### src/rtl/operand_loader.sv
// Loadable operand store: packs a serial nibble stream into NUM_WORDS words
// and serves them on a ROM-style combinational read port, signalling completion.
module operand_loader #(
    parameter int NUM_WORDS = 4,
    parameter int NIB_W     = 4,
    localparam int AW       = $clog2(NUM_WORDS),
    localparam int WW       = 8 * NIB_W
) (
    input  logic          clk,
    input  logic          rst,
    input  logic          clear_i,
    input  logic          in_valid_i,
    input  logic [NIB_W-1:0] in_data_i,
    output logic          in_ready_o,
    input  logic [AW+1:0] rd_addr_i,
    output logic [WW-1:0] rd_data_o,
    output logic          load_done_o,
    output logic          start_o,
    output logic          overflow_o,
    output logic [AW:0]   word_cnt_o
);

    typedef enum logic {FILL, DONE} state_t;

    localparam logic [AW:0] LAST_WORD = (AW+1)'(NUM_WORDS - 1);

    state_t              state_q, state_d;
    logic [2:0]          nib_cnt_q, nib_cnt_d;
    logic [AW:0]         word_cnt_q, word_cnt_d;
    logic [7*NIB_W-1:0]  staging_q, staging_d;
    logic                overflow_q, overflow_d;
    logic                start_q, start_d;
    logic                wr_en;
    logic [WW-1:0]       mem_q [NUM_WORDS];

    // Byte-lane bits of the read address carry no information here.
    logic unused_addr_lsb;
    assign unused_addr_lsb = ^rd_addr_i[1:0];

    always_comb begin
        state_d    = state_q;
        nib_cnt_d  = nib_cnt_q;
        word_cnt_d = word_cnt_q;
        staging_d  = staging_q;
        overflow_d = overflow_q;
        start_d    = 1'b0;
        wr_en      = 1'b0;
        if (clear_i) begin
            state_d    = FILL;
            nib_cnt_d  = '0;
            word_cnt_d = '0;
            overflow_d = 1'b0;
        end else begin
            case (state_q)
                FILL: begin
                    if (in_valid_i) begin
                        if (nib_cnt_q == 3'd7) begin
                            wr_en      = 1'b1;
                            nib_cnt_d  = '0;
                            word_cnt_d = word_cnt_q + (AW+1)'(1);
                            if (word_cnt_q == LAST_WORD) begin
                                state_d = DONE;
                                start_d = 1'b1;
                            end
                        end else begin
                            staging_d[int'(nib_cnt_q)*NIB_W +: NIB_W] = in_data_i;
                            nib_cnt_d = nib_cnt_q + 3'd1;
                        end
                    end
                end
                DONE: begin
                    if (in_valid_i) overflow_d = 1'b1;
                end
                default: state_d = FILL;
            endcase
        end
    end

    always_ff @(posedge clk) begin
        if (rst) begin
            state_q    <= FILL;
            nib_cnt_q  <= '0;
            word_cnt_q <= '0;
            staging_q  <= '0;
            overflow_q <= 1'b0;
            start_q    <= 1'b0;
            for (int i = 0; i < NUM_WORDS; i++) mem_q[i] <= '0;
        end else begin
            state_q    <= state_d;
            nib_cnt_q  <= nib_cnt_d;
            word_cnt_q <= word_cnt_d;
            staging_q  <= staging_d;
            overflow_q <= overflow_d;
            start_q    <= start_d;
            if (wr_en) mem_q[word_cnt_q[AW-1:0]] <= {in_data_i, staging_q};
        end
    end

    assign in_ready_o  = (state_q == FILL) && !clear_i;
    assign load_done_o = (state_q == DONE);
    assign start_o     = start_q;
    assign overflow_o  = overflow_q;
    assign word_cnt_o  = word_cnt_q;
    assign rd_data_o   = mem_q[rd_addr_i[AW+1:2]];

endmodule

### config.mk
export PLATFORM = sky130hd
export DESIGN_NAME = operand_loader
export DESIGN_NICKNAME = d
export VERILOG_FILES = /design/src/rtl/operand_loader.sv
export SDC_FILE = /design/constraint.sdc
export NUM_CORES = 1
export LEC_CHECK = 0
export BUFFER_PORTS_ARGS = -buffer_cell sky130_fd_sc_hd__buf_2
export CAP_MARGIN = 20
export CORE_MARGIN = 1.5
export CORE_UTILIZATION = 50
export DETAILED_ROUTE_END_ITERATION = 10
export GPL_ROUTABILITY_DRIVEN = 0
export PLACE_DENSITY = 0.8
export SKIP_LAST_GASP = 1
export SLEW_MARGIN = 20
export SYNTH_ARGS = -nofsm -noshare
export SYNTH_HDL_FRONTEND = slang
export SYNTH_SLANG_ARGS = --single-unit
### constraint.sdc
create_clock -name clk -period 4.7 [get_ports clk]
set_clock_uncertainty 0.2 [all_clocks]
set_input_delay 0.705 -clock clk [delete_from_list [all_inputs] [get_ports clk]]
set_output_delay 0.705 -clock clk [all_outputs]
set_load 0.01 [all_outputs]
==> flow_summary.ini <==
[critical_path]
rr_startpoint = nib_cnt_q[0]
critical_path.startpoint = nib_cnt_q[0]
cp_common_cell = ha_1
cp_slowest_stage_delay_ns = 0.80
crit_chain = ha_1 > ha_1 > nand3b_4 > a2111oi_4 > or2_2
arrival_ns = 2.99
critPathKind = flop to flop
crit_slowest_cell = or2_2
critical_path_required_ns = 4.54
critPathLaunchType = flop
crit_fanout = 32
cp-end-kind = flop

[timing]
rsz0062_at_grt = no
setup_viol = 0
fmax_mhz = 318
worst_slew_pin_slew_ns = 0.949
fin_ws_ns = 1.56
min_period_ns = 3.14
slew_headroom_pct = 36.7
tns_ns = 0
hold_viol = 0
fin_crit_sh_pct = 66.9
drv_slew = 0

[die]
initial_core_util_pct = 51.3
rows = 43
fp.dieArea_mm2 = 0.0150
die_h_um = 123
io_pins = 51
die_x_um = 123
core_mm2 = 0.0139

[clock_network]
worstSkewPairLatency_ns = 0.43
cts_root_buf = clkbuf_16
cts_tree = done
cts.repair.resized = 0
clock-sinks = 165
ctsHoldBuffers = 0
htree_levels = 4
cts_buffer_depth = 2
cts_buffers = 17
path_clk_slew_ns = 0.06
cts_setup_buffers = 0

[place]
dp_hpwl_um = 7880
numPortBuffers = 48
dp_slack_ns = 1.56

[synth]
synth-main-ff-cell = edfxtp_1
synthDistinctLibCells = 39
yosys.area.top_type = edfxtp_1
ys_seq_elements = 165
syn_nets = 493
netlist_area_mm2 = 0.00715
synth_cells = 475
yosysSeqAreaShare_pct = 64.1
yosysMostFrequentCell = edfxtp_1
synth_edf_count = 128
synthTopCellsByCount = 128 x edfxtp_1, 101 x and2_1, 37 x dfxtp_1, 37 x nand2_1, 32 x mux4_2
yosysWarnings = 0
synth.top_cells.by_area = edfxtp_1 54%, dfxtp_1 10%, mux4_2 10%
async_reset_ff_share_pct = 0
yosysTopAreaCellShare_pct = 53.8
avgSynthCellArea_um2 = 15.1

[cells_and_area]
fin_nets = 542
multi_input_area_mm2 = 0.00246
regArea_mm2 = 0.00458
nFillCells = 1048
n_antenna_cell = 0
syn_to_final_growth_pct = 14.1
drive_gt1_share_pct = 28.9

[grt]
grt_pass1_wl_um = 22100
grt_pass1_vias = 4084
grt_usage_pct = 20.4
grt_max_degree = 38
grt.overflow.total = 0
antenna_found_initial = 0

[drt]
drtAntennaViolNets = 0
drc = 0
drt-pass1-iter-count = 5
first_iter_violations = 297
avgViaCountPerCell = 5.45
wl_per_cell_um = 19.5
routed_wl_um = 14000
vias = 3911

[power]
power.density_mw_per_mm2 = 388
p_leak_nw = 3.19
vdd_ir_drop_max_mv = 0.265
total_power_mw = 3.16

[outcome]
status = finished clean

[hold_path]
hp-class = flop to flop
hp-start = overflow_o

[flow_run]
maxCapViolCount = 0
==> worst paths after layout <==
kind / end / depth (start not counted) / slack (ns)
max: mem_q[1][18] / 5 / 1.56
min: overflow_o / 2 / 0.27
max reg2reg: mem_q[1][18] / 5 / 1.56
min reg2reg: overflow_o / 2 / 0.27
==> layout make-up <==
class / count / area share (%)
Tap cell: 180 / 2.76
Inverter: 7 / 0.322
Timing Repair Buffer: 54 / 3.50
Sequential cell: 165 / 56.2
Clock buffer: 23 / 5.49
Clock inverter: 9 / 1.61
Multi-Input combinational cell: 279 / 30.1
==> worst max-delay path, delay by kind of cell (launching register included) <==
family	cells	cell delay, ns
DFF	1	0.57
adders and majority gates	2	0.58
AOI/OAI and AO/OA	1	0.38
and+or+nand+nor	2	1.02
==> per-stage QoR <==
step / util, % / cell area [um2] / cells / hold slack (ns)
detailed placement: 54.4 / 7580 / 685 / 0.256
global placement: 54.4 / 7580 / 685 / 0.252
floorplan: - / 7160 / 475 / 0.255
finish: 58.6 / 8160 / 717 / 0.265
CTS: 58.6 / 8160 / 717 / 0.270
global route: 58.6 / 8160 / 717 / 0.310
==> cells by family after synthesis <==
| kind of cell | Yosys count | synth area share, % |
|---|---|---|
| compound gates | 10 | 1.19 |
| buf+inv | 31 | 1.75 |
| mux | 61 | 14.1 |
| simple gates | 202 | 17.7 |
| fa+ha+maj | 6 | 1.05 |
| flops | 165 | 64.1 |
==> flip-flops by register name, indices dropped and copies added (netlist names) <==
register     count
start_o          1
word_cnt_o       3
load_done_o      1
overflow_o       1
mem_q          128
nib_cnt_q        3
staging_q       28
==> cell usage in the layout, fill, tap and decap left out, types with 6 or more instances in the layout <==
| cell type | count |
|---|---|
| inv_1 | 6 |
| nand2_1 | 37 |
| clkbuf_1 | 6 |
| clkbuf_16 | 17 |
| and2_2 | 28 |
| edfxtp_1 | 128 |
| buf_4 | 6 |
| mux2i_1 | 29 |
| ha_1 | 6 |
| nor2_1 | 8 |
| dfxtp_1 | 37 |
| mux4_2 | 32 |
| and2_1 | 101 |
| buf_2 | 48 |
==> metal layers <==
metal | track usage [%] | vias up | routed length (um)
li1 | - | 1823 | -
met1 | 24.7 | 1960 | 5520
met2 | 35.2 | 110 | 7410
met3 | 4.93 | 18 | 819
met4 | 7.99 | 0 | 247
met5 | 0 | - | 0
==> power breakdown <==
| part | internal, mW | switching (mW) |
|---|---|---|
| combinational | 0.0685 | 0.0991 |
| clock | 0.834 | 0.539 |
| sequential | 1.61 | 0.0131 |
| total | 2.51 | 0.651 |
Power figures use the tool's default switching activity.
